**config.mk**
```make
export PLATFORM = sky130hd
export DESIGN_NAME = rs_int_issue_select
export DESIGN_NICKNAME = d
export VERILOG_FILES = /design/src/rtl/rs_int_issue_select_pkg.sv /design/src/rtl/rs_int_issue_select_rr_pick_onehot.sv /design/src/rtl/rs_int_issue_select.sv
export SDC_FILE = /design/constraint.sdc
export NUM_CORES = 1
export LEC_CHECK = 0
export BUFFER_PORTS_ARGS = -buffer_cell sky130_fd_sc_hd__buf_2
export CAP_MARGIN = 20
export CORE_AREA = 3 3 168 170
export DETAILED_ROUTE_END_ITERATION = 8
export DIE_AREA = 0 0 171 173
export HOLD_SLACK_MARGIN = 0.05
export SETUP_SLACK_MARGIN = 0.4
export SLEW_MARGIN = 20
export SYNTH_ARGS = -nofsm -noshare
export SYNTH_HDL_FRONTEND = slang
export SYNTH_SLANG_ARGS = --single-unit
```
**constraint.sdc**
```tcl
create_clock -name clk -period 4.55 [get_ports clk]
set_clock_uncertainty 0.05 [all_clocks]
set_input_delay 0.455 -clock clk [delete_from_list [all_inputs] [get_ports clk]]
set_output_delay 0.455 -clock clk [all_outputs]
set_load 0.005 [all_outputs]
```
**src/rtl/rs_int_issue_select_pkg.sv**
```systemverilog
// Shared encodings and default widths for the integer reservation-station issue stage.
// Line state encodings must match the reservation-station lines that drive line_state.
package rs_int_issue_select_pkg;

  localparam int RS_LINES      = 4;
  localparam int RS_IDX_W      = 2;
  localparam int RS_ROB_ADDR_W = 4;
  localparam int RS_EXC_W      = 5;
  localparam int RS_OPGEN_W    = 6;
  localparam int RS_DATA_W     = 32;
  localparam int RS_STATE_W    = 3;

  typedef enum logic [RS_STATE_W-1:0] {
    RS_STATE_NONE   = 3'd0,
    RS_STATE_WRITE  = 3'd1,
    RS_STATE_READY  = 3'd2,
    RS_STATE_WAIT   = 3'd3,
    RS_STATE_COMMIT = 3'd4
  } rs_state_e;

endpackage

```
**src/rtl/rs_int_issue_select_rr_pick_onehot.sv**
```systemverilog
// Round-robin picker: first requester at or after ptr, searching upward with wrap.
// Purely combinational so it can be shared with the memory-RS issue stage.
module rr_pick_onehot #(
  parameter int LINES = 4,
  parameter int IDX_W = 2
) (
  input  logic [LINES-1:0] req,
  input  logic [IDX_W-1:0] ptr,
  output logic [LINES-1:0] grant,
  output logic [IDX_W-1:0] idx,
  output logic             any
);

  logic [IDX_W-1:0] probe;

  // NOTE: every output gets a default before the loop so no path leaves it unassigned (no latch).
  always_comb begin
    grant = '0;
    idx   = '0;
    any   = 1'b0;
    probe = '0;
    for (int k = 0; k < LINES; k++) begin
      probe = ptr + IDX_W'(k);
      if (!any && req[probe]) begin
        any          = 1'b1;
        idx          = probe;
        grant[probe] = 1'b1;
      end
    end
  end

endmodule

```
**src/rtl/rs_int_issue_select.sv**
```systemverilog
// Integer RS issue select: round-robin pick of a READY line into a one-entry
// output register that feeds the ALU through a valid/ready handshake.
module rs_int_issue_select
  import rs_int_issue_select_pkg::*;
#(
  parameter int LINES      = RS_LINES,
  parameter int IDX_W      = RS_IDX_W,
  parameter int ROB_ADDR_W = RS_ROB_ADDR_W,
  parameter int EXC_W      = RS_EXC_W,
  parameter int OPGEN_W    = RS_OPGEN_W,
  parameter int DATA_W     = RS_DATA_W,
  parameter int STATE_W    = RS_STATE_W
) (
  input  logic                       clk,
  input  logic                       rst,
  input  logic                       flush,
  input  logic [LINES*STATE_W-1:0]   line_state,
  input  logic [LINES*ROB_ADDR_W-1:0] line_rob_addr,
  input  logic [LINES*EXC_W-1:0]     line_exc_type,
  input  logic [LINES*OPGEN_W-1:0]   line_opgen,
  input  logic [LINES*DATA_W-1:0]    line_operand_1,
  input  logic [LINES*DATA_W-1:0]    line_operand_2,
  output logic [LINES-1:0]           line_issue_en,
  output logic                       alu_valid,
  input  logic                       alu_ready,
  output logic [IDX_W-1:0]           alu_line_idx,
  output logic [ROB_ADDR_W-1:0]      alu_rob_addr,
  output logic [EXC_W-1:0]           alu_exc_type,
  output logic [OPGEN_W-1:0]         alu_opgen,
  output logic [DATA_W-1:0]          alu_operand_1,
  output logic [DATA_W-1:0]          alu_operand_2,
  output logic [15:0]                issue_count
);

  logic [LINES-1:0] cand;
  logic [LINES-1:0] grant;
  logic [IDX_W-1:0] sel_idx;
  logic [IDX_W-1:0] ptr;
  logic             any_cand;
  logic             can_load;
  logic             fire;

  always_comb begin
    cand = '0;
    for (int i = 0; i < LINES; i++) begin
      cand[i] = (line_state[i*STATE_W +: STATE_W] == STATE_W'(RS_STATE_READY));
    end
  end

  rr_pick_onehot #(
    .LINES(LINES),
    .IDX_W(IDX_W)
  ) u_pick (
    .req  (cand),
    .ptr  (ptr),
    .grant(grant),
    .idx  (sel_idx),
    .any  (any_cand)
  );

  // The line leaves READY on the same edge, so this is a single-cycle pulse per op.
  assign can_load      = !alu_valid || alu_ready;
  assign fire          = any_cand && can_load && !flush && !rst;
  assign line_issue_en = fire ? grant : '0;

  // NOTE: sequential state uses non-blocking assignments so all registers update from pre-edge values.
  // NOTE: the payload register is reset too, because downstream sees zeros after reset rather than X.
  always_ff @(posedge clk) begin
    if (rst) begin
      ptr           <= '0;
      alu_valid     <= 1'b0;
      alu_line_idx  <= '0;
      alu_rob_addr  <= '0;
      alu_exc_type  <= '0;
      alu_opgen     <= '0;
      alu_operand_1 <= '0;
      alu_operand_2 <= '0;
    end else if (flush) begin
      alu_valid <= 1'b0;
    end else if (fire) begin
      ptr           <= sel_idx + IDX_W'(1);
      alu_valid     <= 1'b1;
      alu_line_idx  <= sel_idx;
      alu_rob_addr  <= line_rob_addr[sel_idx*ROB_ADDR_W +: ROB_ADDR_W];
      alu_exc_type  <= line_exc_type[sel_idx*EXC_W +: EXC_W];
      alu_opgen     <= line_opgen[sel_idx*OPGEN_W +: OPGEN_W];
      alu_operand_1 <= line_operand_1[sel_idx*DATA_W +: DATA_W];
      alu_operand_2 <= line_operand_2[sel_idx*DATA_W +: DATA_W];
    end else if (alu_ready) begin
      alu_valid <= 1'b0;
    end
  end

  // A handshake that coincides with flush is squashed and therefore not counted.
  always_ff @(posedge clk) begin
    if (rst) begin
      issue_count <= '0;
    end else if (alu_valid && alu_ready && !flush && (issue_count != 16'hFFFF)) begin
      issue_count <= issue_count + 16'd1;
    end
  end

endmodule

```
Yosys cells after proc, flatten, opt, wreduce, memory -nomap -nowiden
Cells that the tools add are included.
W data, S select, Z words.
- register bits: 100
- multipliers: 2
- muxes and demuxes: 31
- add/sub/neg operators: 5
- bitwise gates (word level): 4
- shifts and indexed selects: 5
- reductions and logical operators: 23
- equal/unequal tests: 5
- magnitude comparators: 8
- operator list (operator ; number):
    $shiftx A128 B8 Y32 ; 2
    $shiftx A24 B6 Y6 ; 1
    $mux W4 ; 5
    $shiftx A20 B6 Y5 ; 1
    $add A16 B1 Y16 const B ; 1
    $ne A16 B16 Y1 const B ; 1
    $shiftx A16 B5 Y4 ; 1
    $mux W1 ; 14
    $logic_and A1 B1 Y1 ; 13
    $eq A3 B2 Y1 const B ; 4
    $lt A2 B3 Y1 const B ; 4
    $or A4 B4 Y4 ; 3
    $bmux W1 S2 ; 4
    $demux W1 S2 ; 4
    $ge A2 B1 Y1 const B ; 4
    $mux W2 ; 4
    $logic_not A1 Y1 ; 6
    $mul A2 B3 Y5 const B ; 1
    $add A2 B1 Y2 const B ; 2
    $add A2 B2 Y2 const B ; 2
    $mul A2 B2 Y4 const B ; 1
    $reduce_and A2 Y1 ; 1
    $reduce_bool A2 Y1 ; 1
    $reduce_or A2 Y1 ; 1
    2 further kinds ; 2

Logic depth before layout (Yosys ltp)
Gate-level depths: netlist (run 1).
- depth in word-level cells: 17
- depth in mapped cells: 13

Cells and area by module
A second synthesis (run 1) with hierarchy kept.
- cell total of the unflattened synthesis: 618
- area, all modules: 6074.6 µm²
- modules (own cells, without submodules) (module ; times used ; cells an instance ; area each (µm²)):
    rs_int_issue_select ; 1 ; 573 ; 5655.4
    rr_pick_onehot ; 1 ; 45 ; 419.2

Least setup slack after synthesis (run 1)
No wires, ideal clock.
- path type: register -> register
- from: reg ptr[0]
- to: reg alu_exc_type[0]
- period minus slack after synthesis: 3.178 ns
- data required time: 4.372 ns
- cell stages (with the launch flop): 12
- arrival: 3.001 ns
- buffers on the path: 4
- slack: 1.372 ns
- setup time: 0.128 ns
- cell sequence: dfxtp_1 inv_2 clkbuf_1 clkbuf_1 ha_1 mux4_2 a2111oi_4 buf_4 buf_4 a211oi_1 o211ai_1 o211ai_2
- cells in the longest elaborated chain, start to end: 16
- ends and longest elaborated chain (item ; RTL line ; source):
    start: declaration ; rs_int_issue_select.sv:38 ; logic [IDX_W-1:0] ptr;
    start signal: assignment ; rs_int_issue_select.sv:81 ; ptr <= sel_idx + IDX_W'(1);
    branches (longest 16 deep; another with $mul A2 B3 Y5) ; - ;
    end signal: assignment ; rs_int_issue_select.sv:85 ; alu_exc_type <= line_exc_type[sel_idx*EXC_W +: EXC_W];
    end: declaration ; rs_int_issue_select.sv:28 ; output logic [EXC_W-1:0] alu_exc_type,
Several ways; the timed one is not identified. The select of a mux whose other input is x is not followed.
A chain may end at the register's enable or synchronous reset.

Worst setup path after layout (run 1)
- from: reg ptr[0]
- to: reg alu_operand_2[11]
- cells in the longest elaborated chain, start to end: 16
- ends and longest elaborated chain (item ; RTL line ; source):
    branches (longest 16 deep; another with $add A2 B1 Y2) ; - ;
    end signal: assignment ; rs_int_issue_select.sv:88 ; alu_operand_2 <= line_operand_2[sel_idx*DATA_W +: DATA_W];
    end: declaration ; rs_int_issue_select.sv:31 ; output logic [DATA_W-1:0] alu_operand_2,
Several ways; the timed one is not identified. The select of a mux whose other input is x is not followed.

==> impl_summary.txt, run 1 <==
----------------------------------------------------
[Logic synthesis]
  Warnings from Yosys ... 0
  Proportion of register bits with asynchronous set or reset after synthesis ... 0%
  Count of state elements after synthesis ... 100
  EDFF count, synth ... 0
  Net count after synthesis ... 1418
  Synth area leaders ... sky130_fd_sc_hd__dfxtp_1 (24%), sky130_fd_sc_hd__mux2i_1 (19%), sky130_fd_sc_hd__o211ai_1 (13%), sky130_fd_sc_hd__nand3_1 (9.7%), sky130_fd_sc_hd__a211oi_1 (7.2%)
  Post-Syn Area ... 8339 µm²
  Biggest area consumer among synthesized cells ... sky130_fd_sc_hd__dfxtp_1
  Most instantiated flip-flop cell in the synthesis netlist ... sky130_fd_sc_hd__dfxtp_1
  Area share of the largest cell type after synthesis ... 24.01%
  Synthesized area per cell ... 7.743 µm²
  Sequential fraction of the synthesis area ... 24.01%
  Instance count of the mapped netlist ... 1077
  Number of distinct library cells after synthesis ... 42

[Worst hold path]
  Worst hold-check path type ... input pin to flip-flop

[Critical path]
  Cell with the largest stage delay on the worst path ... sky130_fd_sc_hd__mux4_2
  Critical path start-end classification ... flip-flop to flip-flop
  Endpoint kind of the worst setup timing path ... flip-flop
  CP Cell Sequence ... buf_4, mux4_2, a2111oi_4, buf_4, a211oi_1, o211ai_1, o211ai_1
  Maximum cell stage delay along the critical path ... 0.70 ns
  Largest fanout on the critical path ... 58
  Crit path DAT ... 3.78 ns
  Worst EP required ... 4.74 ns
  Number of buffer and inverter stages on the critical path ... 2
  CP Launch Type ... flip-flop
  Cell type group with the largest total delay on the critical path ... buffers and inverters

[GRT]
  First-pass GRT wire length ... 49.56 mm
  GR Util All Layers ... 20.66%
  Initial antenna violation count ... 5
  Pin count of the biggest net entering global routing ... 114
  Leftover overflow at the end of global routing ... 0
  Vias in the first global route ... 9084

[Timing]
  Final setup TNS ... 0 ns
  Setup-failing EPs final ... 0
  Slew Limit Headroom ... 33.87%
  Final hold violation count ... 0
  Maximum operating frequency ... 278.2 MHz
  Worst-Margin Slew ... 0.9920 ns
  WHS ... 0.3331 ns
  Final Critical Period ... 3.595 ns
  Final period util ... 79.01%
  Final Max Slew Viols ... 0
  Setup repair after global routing missed its margin ... false

[Final layout]
  Final instance area ... 11040 µm²
  Post-synthesis to final-layout area growth ... 32.41%
  Post-layout utilization of the core ... 41.08%
  Share of cells above drive strength 1 ... 34.69%
  Fill cell count ... 2791
  Final layout net count ... 1760

[Route]
  Detailed-route vias per instance ... 5.339
  Remaining routing DRC violations ... 0
  Vias ... 9445
  Mean routed wirelength per cell ... 18.33 µm
  Antenna Nets Post-Route ... 0
  DRC violation total after the first TritonRoute iteration ... 588
  Post-detailed-routing wire length ... 32.43 mm
  Detailed Routing Iterations Pass 1 ... 5

[Clock network]
  CTS HTree Levels ... 3
  Inserted Clock Buffers ... 9
  Clock edge transition at the registers on the reported setup and hold paths ... 0.09 ns
  Number of post-CTS setup repair buffers ... 0
  Number of gates resized after CTS ... 0
  CTS Root Buffer Type ... sky130_fd_sc_hd__clkbuf_16
  Worst-case clock buffer depth ... 2
  CTS tree ... done
  Hold_buf cts ... 0
  Number of sinks driven by the clock tree ... 100
  Clock insertion delay at the later pin of the skew report ... 0.36 ns

[Floorplan]
  I/O pin cnt ... 434
  Die W ... 171 µm
  Row cnt ... 60
  Full die area ... 29580 µm²
  Standard cell core area ... 26880 µm²
  Initial core utilization ... 31.03%
  DIE HEIGHT ... 173 µm

[Power and ir drop]
  Leakage ... 5.436 nW
  Worst VDD drop ... 0.1441 mV
  Power density over the cells ... 254.4 nW/µm²
  Tot Pwr ... 2.810 mW

[Placed design]
  Gpl congestion ... 0.7891
  Estimated wirelength of the detail-placed design ... 23.07 mm
  Total placed instance area ... 10670 µm²
  Number of buffers added on ports ... 433

[Run status]
  Run status ... complete, no violations

[Flow run]
  Max cap viols ... 0

----------------------------------------------------
==> metrics by stage <==
stage               worst slack [ns]  instances
detailed placement            0.6547       1748
floorplan                      1.372       1077
CTS                           0.7284       1764
global placement              0.7046       1747
finish                        0.9549       1769
global route                  0.6863       1768
==> power breakdown <==
part	internal [mW]	total [mW]	switching [mW]
logic	0.409	0.959	0.550
clock network	0.449	0.876	0.427
registers	0.939	0.974	0.0351
total	1.80	2.81	1.01
==> metal layers <==
| layer | GRT usage, % | vias up | routed length [µm] |
|---|---|---|---|
| li1 | - | 4663 | - |
| met1 | 25.11 | 4359 | 13280 |
| met2 | 35.30 | 364 | 15650 |
| met3 | 5.418 | 55 | 2624 |
| met4 | 6.808 | 4 | 850 |
| met5 | 0 | - | 21 |
==> registers in the layout, summed over array words and instances (netlist names) <==
name           cells
alu_opgen          6
alu_rob_addr       4
alu_valid          1
alu_exc_type       5
alu_operand_2     32
alu_line_idx       2
alu_operand_1     32
issue_count       16
ptr                2
==> kinds of logic (layout without fill, tap and decap cells) <==
kind of cell / count (synthesis) / after routing / synth area share, %
AOI/OAI and AO/OA: 267 / 267 / 24.55
xor gates and xnor gates: 16 / 16 / 1.680
adders and majority gates: 9 / 9 / 1.350
buffers and inverters: 207 / 554 / 10.11
DFF: 100 / 100 / 24.01
muxes: 164 / 164 / 20.44
other: 0 / 4 / 0
and+or+nand+nor: 314 / 314 / 17.87
==> synth_stat cells (5+ instances only) <==
cell and number:
sky130_fd_sc_hd__a211oi_1 80, sky130_fd_sc_hd__a21oi_1 10, sky130_fd_sc_hd__buf_2 17, sky130_fd_sc_hd__buf_4 10
sky130_fd_sc_hd__clkbuf_1 91, sky130_fd_sc_hd__dfxtp_1 100, sky130_fd_sc_hd__ha_1 9, sky130_fd_sc_hd__inv_1 85
sky130_fd_sc_hd__mux2i_1 159, sky130_fd_sc_hd__mux4_2 5, sky130_fd_sc_hd__nand2_1 88, sky130_fd_sc_hd__nand3_1 162
sky130_fd_sc_hd__nor2_1 26, sky130_fd_sc_hd__nor3_1 7, sky130_fd_sc_hd__nor4_1 8, sky130_fd_sc_hd__o211ai_1 149
sky130_fd_sc_hd__o211ai_2 10, sky130_fd_sc_hd__xnor2_1 15
==> layout make-up <==
cell class	count	area, µm²	area share, %
Timing Repair Buffer	452	2394	21.68
Sequential cell	100	2006	18.16
Multi-Input combinational cell	770	5554	50.30
Clock buffer	9	225.2	2.040
Antenna cell	4	10.01	0.09065
Inverter	86	324.1	2.935
Clock inverter	7	102.6	0.9292
Tap cell	341	426.7	3.864
==> path summary, 6_finish.rpt <==
check / to / slack (ns) / cells after the start / from
worst max-delay path: alu_operand_2[11] / 0.95 / 7 / ptr[0]
worst min-delay path: alu_opgen[3] / 0.33 / 3 / line_opgen[9]
worst max register to register: alu_operand_2[11] / 0.95 / 7 / ptr[0]
worst min register to register: alu_opgen[0] / 0.41 / 2 / alu_opgen[0]
==> cell usage in the layout (no fill, tap or decap), types with 3 or more instances in the layout <==
| master | count |
|---|---|
| sky130_fd_sc_hd__buf_2 | 434 |
| sky130_fd_sc_hd__nand3_1 | 162 |
| sky130_fd_sc_hd__mux2i_1 | 159 |
| sky130_fd_sc_hd__o211ai_1 | 149 |
| sky130_fd_sc_hd__dfxtp_1 | 99 |
| sky130_fd_sc_hd__nand2_1 | 88 |
| sky130_fd_sc_hd__inv_1 | 85 |
| sky130_fd_sc_hd__a211oi_1 | 80 |
| sky130_fd_sc_hd__nor2_1 | 25 |
| sky130_fd_sc_hd__xnor2_1 | 15 |
| sky130_fd_sc_hd__buf_4 | 11 |
| sky130_fd_sc_hd__o211ai_2 | 10 |
| sky130_fd_sc_hd__ha_1 | 9 |
| sky130_fd_sc_hd__clkbuf_16 | 9 |
| sky130_fd_sc_hd__a21oi_1 | 8 |
| sky130_fd_sc_hd__nor3_1 | 7 |
| sky130_fd_sc_hd__nor4_1 | 7 |
| sky130_fd_sc_hd__mux4_2 | 5 |
| sky130_fd_sc_hd__buf_12 | 5 |
| sky130_fd_sc_hd__diode_2 | 4 |
| sky130_fd_sc_hd__nor3b_1 | 4 |
| sky130_fd_sc_hd__or3b_1 | 4 |
| sky130_fd_sc_hd__a22oi_1 | 4 |
| sky130_fd_sc_hd__a2bb2oi_1 | 4 |
| sky130_fd_sc_hd__nand4_1 | 4 |
| sky130_fd_sc_hd__o21ai_1 | 3 |
==> tightest hold or removal path, delay by kind of cell <==
kind / cells / cell delay [ns]
buffers and inverters: 1 / 0.07
muxes: 1 / 0.07
AOI/OAI and AO/OA: 1 / 0.12
(Power assumes the default switching activity.)
==> inputs of run 2 (changes only) <==
==> constraint.sdc (replaced) <==
create_clock -name clk -period 3.05 [get_ports clk]
set_clock_uncertainty 0.05 [all_clocks]
set_input_delay 0.305 -clock clk [delete_from_list [all_inputs] [get_ports clk]]
set_output_delay 0.305 -clock clk [all_outputs]
set_load 0.005 [all_outputs]
==> run 2 against run 1 <==
Clock power grew 42%. First-iteration DRC count grew 17%. Register-to-register slack lost 0.69 ns. Power grew 65%. Global-route usage grew 2.2 points. Via count up 6.4%. Sequential power up 50%. Highest routed layer unchanged.
==> impl_summary.txt, run 2 (same netlist as run 1, synthesis figures left out) <==
----------------------------------------------------
[Floorplan]
  Row cnt ... 60
  Full die area ... 29580 µm²
  Standard cell core area ... 26880 µm²
  I/O pin cnt ... 434
  Die W ... 171 µm
  Initial core utilization ... 31.03%
  DIE HEIGHT ... 173 µm

[Power and ir drop]
  Worst VDD drop ... 0.2570 mV
  Tot Pwr ... 4.632 mW
  Power density over the cells ... 370.1 nW/µm²
  Leakage ... 5.973 nW

[Flow run]
  Max cap viols ... 0

[Clock network]
  Clock edge transition at the registers on the reported setup and hold paths ... 0.08 ns
  Worst-case clock buffer depth ... 2
  Inserted Clock Buffers ... 9
  Clock insertion delay at the later pin of the skew report ... 0.35 ns
  Number of sinks driven by the clock tree ... 100
  CTS Root Buffer Type ... sky130_fd_sc_hd__clkbuf_16
  CTS tree ... done
  CTS HTree Levels ... 3

[Route]
  Remaining routing DRC violations ... 0
  Detailed-route vias per instance ... 5.436
  DRC violation total after the first TritonRoute iteration ... 689
  Vias ... 10050
  Antenna Nets Post-Route ... 0
  Detailed Routing Iterations Pass 1 ... 5
  Post-detailed-routing wire length ... 36.35 mm
  Mean routed wirelength per cell ... 19.66 µm

[GRT]
  GR Util All Layers ... 22.84%
  First-pass GRT wire length ... 53.79 mm
  Vias in the first global route ... 9568
  Leftover overflow at the end of global routing ... 0
  Initial antenna violation count ... 6
  Pin count of the biggest net entering global routing ... 96

[Placed design]
  Estimated wirelength of the detail-placed design ... 23.73 mm
  Number of buffers added on ports ... 433
  Gpl congestion ... 0.7972

[Timing]
  Maximum operating frequency ... 355.6 MHz
  Final period util ... 92.21%
  Final Critical Period ... 2.812 ns
  Worst-Margin Slew ... 0.7663 ns
  Final hold violation count ... 0
  Slew Limit Headroom ... 48.91%
  WHS ... 0.1743 ns
  Final Max Slew Viols ... 0
  Setup-failing EPs final ... 0
  Setup repair after global routing missed its margin ... true

[Critical path]
  CP Cell Sequence ... inv_6, ha_4, mux4_2, buf_4, and2_4, a22oi_2, a2bb2oi_2, a21oi_2, buf_4, buf_6
  Worst reg2reg startpoint ... ptr[0]
  Worst reg2reg setup slack ... 0.26 ns
  CP Launch Type ... flip-flop
  Instance count on the critical path ... 10
  Length in cells of the worst reg-to-reg path ... 13
  Critical path start-end classification ... flip-flop to output port
  Largest fanout on the critical path ... 5
  Cell with the largest stage delay on the worst path ... sky130_fd_sc_hd__dfxtp_4
  Maximum cell stage delay along the critical path ... 0.40 ns
  Crit path DAT ... 2.46 ns
  Cell type group with the largest total delay on the critical path ... buffers and inverters
  Capture point of the worst reg-to-reg path ... alu_operand_1[6]
  Number of buffer and inverter stages on the critical path ... 4
  Worst EP required ... 2.69 ns
  Cell seen most often among critical-path stages ... sky130_fd_sc_hd__buf_4
  Endpoint kind of the worst setup timing path ... output port

[Final layout]
  Final layout net count ... 1842
  Most used cells in the layout excluding fill and tap cells ... sky130_fd_sc_hd__buf_2 (431), sky130_fd_sc_hd__nand3_1 (162), sky130_fd_sc_hd__o211ai_1 (149)
  Most frequent standard cell in the layout excluding fill and tap cells ... sky130_fd_sc_hd__buf_2
  Fill cell count ... 2693
  Registers with the most flip-flops ... alu_operand_1: 32 flops, alu_operand_2: 32 flops, issue_count: 16 flops
  Share of cells above drive strength 1 ... 41.90%
  Post-synthesis to final-layout area growth ... 50.07%

[Worst hold path]
  Hold Startpoint ... flush
  Endpoint of the worst hold path ... alu_valid
  Worst hold-check path type ... input pin to flip-flop
  Cell depth of the worst min-delay path ... 2

[Run status]
  Run status ... complete, no violations

----------------------------------------------------
run 2: cell type report:
class                      count  area (µm²)  share of cell area [%]
inverter                      86       327.8                   2.619
clock inverter                 7       78.83                  0.6299
clock buffer                   9       225.2                   1.800
tap                          341       426.7                   3.409
multi-input combinational    770        5946                   47.51
antenna                        2       5.005                 0.03999
timing repair buffer         534        3498                   27.95
sequential                   100        2007                   16.04
run 2: metal layers:
metal | track usage [%] | vias to the layer above | part of all wire [%]
li1 | - | 4831 | -
met4 | 6.137 | 8 | 2.2
met1 | 28.60 | 4674 | 41
met5 | 0 | - | 0.15
met2 | 39.92 | 476 | 50
met3 | 4.321 | 62 | 7.6
run 2: how the worst max path moves through the flow:
| stage | endpoint | start |
|---|---|---|
| floorplan | alu_exc_type[0] | ptr[0] |
| global placement | alu_operand_2[31] | line_state[0] |
| detailed placement | alu_operand_2[11] | line_state[0] |
| CTS | line_issue_en[0] | ptr[0] |
| global route | alu_operand_1[6] | ptr[0] |
| finish | line_issue_en[0] | ptr[0] |
run 2: report_power, final:
| part | internal [mW] | switching [mW] |
|---|---|---|
| Clock | 0.588 | 0.656 |
| Sequential | 1.40 | 0.0534 |
| Combinational | 0.933 | 0.999 |
| Total | 2.92 | 1.71 |
run 2: through the flow:
| stage | setup slack (ns) | util [%] | std cells | setup TNS (ns) | area, µm² |
|---|---|---|---|---|---|
| 2_1_floorplan | 0.2986 | - | 1077 | 0 | 8437 |
| 4_1_cts | 0.2842 | 44.48 | 1826 | 0 | 11950 |
| 5_1_grt | 0.1494 | 46.55 | 1848 | 0 | 12510 |
| 3_5_place_dp | -0.06699 | 41.23 | 1782 | -0.3870 | 11080 |
| 3_3_place_gp | -0.02180 | 41.23 | 1782 | -0.06081 | 11080 |
| 6_report | 0.2377 | 46.56 | 1849 | 0 | 12510 |
run 2: what timing repair did:
action                                  CTS  global route
pin swaps                                16            54
hold buffers                              0             0
endpoints found under the setup margin   84            85
gates resized for setup                  44            71
cloned                                    8             3
buffers inserted                         20            18
==> inputs of run 3 (changes only) <==
--- a/config.mk
+++ b/config.mk
@@ -11,6 +11,7 @@
 export DETAILED_ROUTE_END_ITERATION = 8
 export DIE_AREA = 0 0 171 173
 export HOLD_SLACK_MARGIN = 0.05
+export PLACE_DENSITY = 0.61
 export SETUP_SLACK_MARGIN = 0.4
 export SLEW_MARGIN = 20
 export SYNTH_ARGS = -nofsm -noshare
==> run 3 against run 2 <==
Register-to-register slack better by 0.06 ns. Setup slack better by 0.029 ns. Via count down 2.3%. Final cell count down 1.6%. Critical path type unchanged. Critical endpoint is now line_issue_en[1]. Largest cell class unchanged. Largest power group unchanged. Highest routed layer unchanged.
==> impl_summary.txt, run 3 (same netlist as run 1, synthesis figures left out) <==
----------------------------------------------------
[Final layout]
  Final layout net count ... 1813
  Final instance area ... 12110 µm²
  Post-layout utilization of the core ... 45.05%
  Register area ... 2006 µm²
  Registers with the most flip-flops ... alu_operand_1: 32 flops, alu_operand_2: 32 flops, issue_count: 16 flops
  Most frequent standard cell in the layout excluding fill and tap cells ... sky130_fd_sc_hd__buf_2
  Area of the multi-input gates ... 5831 µm²
  Post-synthesis to final-layout area growth ... 45.18%
  Fill cell count ... 2722
  Share of cells above drive strength 1 ... 39.54%
  Most used cells in the layout excluding fill and tap cells ... sky130_fd_sc_hd__buf_2 (431), sky130_fd_sc_hd__nand3_1 (162), sky130_fd_sc_hd__o211ai_1 (149)

[Placed design]
  Number of buffers added on ports ... 433
  Estimated wirelength of the detail-placed design ... 23.94 mm
  Total placed instance area ... 10940 µm²
  Placement-stage worst setup slack ... -0.04550 ns
  Gpl congestion ... 0.8087

[Timing]
  Final hold violation count ... 0
  Final setup TNS ... 0 ns
  Final Max Slew Viols ... 0
  Setup-failing EPs final ... 0
  Final Critical Period ... 2.783 ns
  Final period util ... 91.26%
  Worst-Margin Slew ... 0.7653 ns
  Setup repair after global routing missed its margin ... true
  Final critical-path setup slack ... 0.2666 ns
  Maximum operating frequency ... 359.3 MHz
  Slew Limit Headroom ... 48.55%

[Route]
  Detailed-route vias per instance ... 5.398
  Detailed Routing Iterations Pass 1 ... 4
  Vias ... 9819
  Mean routed wirelength per cell ... 19.95 µm
  Post-detailed-routing wire length ... 36.29 mm
  Antenna Nets Post-Route ... 0
  DRC violation total after the first TritonRoute iteration ... 593
  Remaining routing DRC violations ... 0

[Worst hold path]
  Worst hold-check path type ... input pin to flip-flop
  Hold Startpoint ... line_exc_type[7]

[Floorplan]
  Initial core utilization ... 31.03%
  Full die area ... 29580 µm²
  Standard cell core area ... 26880 µm²
  DIE HEIGHT ... 173 µm
  Row cnt ... 60
  I/O pin cnt ... 434
  Die W ... 171 µm

[Clock network]
  CTS Root Buffer Type ... sky130_fd_sc_hd__clkbuf_16
  Worst-case clock buffer depth ... 2
  Number of sinks driven by the clock tree ... 100
  CTS tree ... done
  Hold_buf cts ... 0
  Clock edge transition at the registers on the reported setup and hold paths ... 0.09 ns
  Inserted Clock Buffers ... 9
  Clock insertion delay at the later pin of the skew report ... 0.37 ns
  CTS HTree Levels ... 3

[Critical path]
  Launching instance or port of the critical path ... ptr[0]
  Endpoint kind of the worst setup timing path ... output port
  Worst reg2reg startpoint ... ptr[0]
  CP Launch Type ... flip-flop
  Worst EP required ... 2.69 ns
  Critical path start-end classification ... flip-flop to output port
  Crit path DAT ... 2.43 ns
  Largest fanout on the critical path ... 8

[Power and ir drop]
  Worst VDD drop ... 0.2312 mV
  Tot Pwr ... 4.472 mW
  Leakage ... 5.809 nW
  Power density over the cells ... 369.4 nW/µm²

[Flow run]
  Max cap viols ... 0

[GRT]
  Met2 usage ... 38.88%
  GR Util All Layers ... 22.12%
  First-pass GRT wire length ... 52.42 mm
  Global route hottest layer ... met2
  Met3 usage ... 4.207%
  Met1 Track Usage GR ... 27.08%
  Initial antenna violation count ... 5
  Vias in the first global route ... 9510
  Leftover overflow at the end of global routing ... 0
  Pin count of the biggest net entering global routing ... 87

[Run status]
  Run status ... complete, no violations

----------------------------------------------------
==> run 3: layout make-up <==
cell class	instances	area share, %
antenna	1	0.02067
clock buffer	9	1.860
clock inverter	7	0.4961
inverter	86	2.708
multi-input combinational	770	48.16
sequential	100	16.57
tap	341	3.524
timing repair buffer	505	26.66
==> run 3: path summary, 6_finish.rpt <==
kind	end	slack, ns	cells after the start
max reg2reg	alu_operand_2[25]	0.32	10
min	alu_exc_type[2]	0.18	3
max	line_issue_en[1]	0.27	9
min reg2reg	alu_opgen[1]	0.42	2
==> run 3: per-stage QoR <==
step                      hold slack (ns)  cells
after detailed placement           0.3985   1771
after CTS                          0.1702   1804
after global placement             0.3924   1771
after floorplan                    0.3343   1077
final                              0.1800   1819
after global routing               0.1785   1819
==> run 3: what timing repair did <==
action,in CTS,in global routing
buffers inserted,13,4
endpoints found under the setup margin,42,88
cloned,4,10
pin swaps,13,11
resized for setup,28,53
==> run 3: per-layer routing <==
metal | share of wire [%] | wire length (µm) | vias up
li1 | - | - | 4774
met1 | 42 | 15080 | 4596
met2 | 50 | 17980 | 397
met3 | 6.6 | 2394 | 44
met4 | 2.2 | 796 | 8
met5 | 0.12 | 42 | -
==> run 3: where the power goes <==
| group | switching, mW | internal, mW | total (mW) |
|---|---|---|---|
| combinational | 0.955 | 0.854 | 1.81 |
| sequential | 0.0530 | 1.40 | 1.45 |
| clock | 0.638 | 0.572 | 1.21 |
| total | 1.65 | 2.83 | 4.47 |
==> run 3: worst max-delay path, cell delays in order, from the launching register on <==
cell and delay, ns:
sky130_fd_sc_hd__dfxtp_4 0.46, sky130_fd_sc_hd__inv_6 0.07, sky130_fd_sc_hd__ha_4 0.29, sky130_fd_sc_hd__buf_4 0.12
sky130_fd_sc_hd__mux4_2 0.39, sky130_fd_sc_hd__a22oi_2 0.20, sky130_fd_sc_hd__a2bb2oi_1 0.17, sky130_fd_sc_hd__a21oi_1 0.09
sky130_fd_sc_hd__buf_4 0.16, sky130_fd_sc_hd__buf_2 0.12
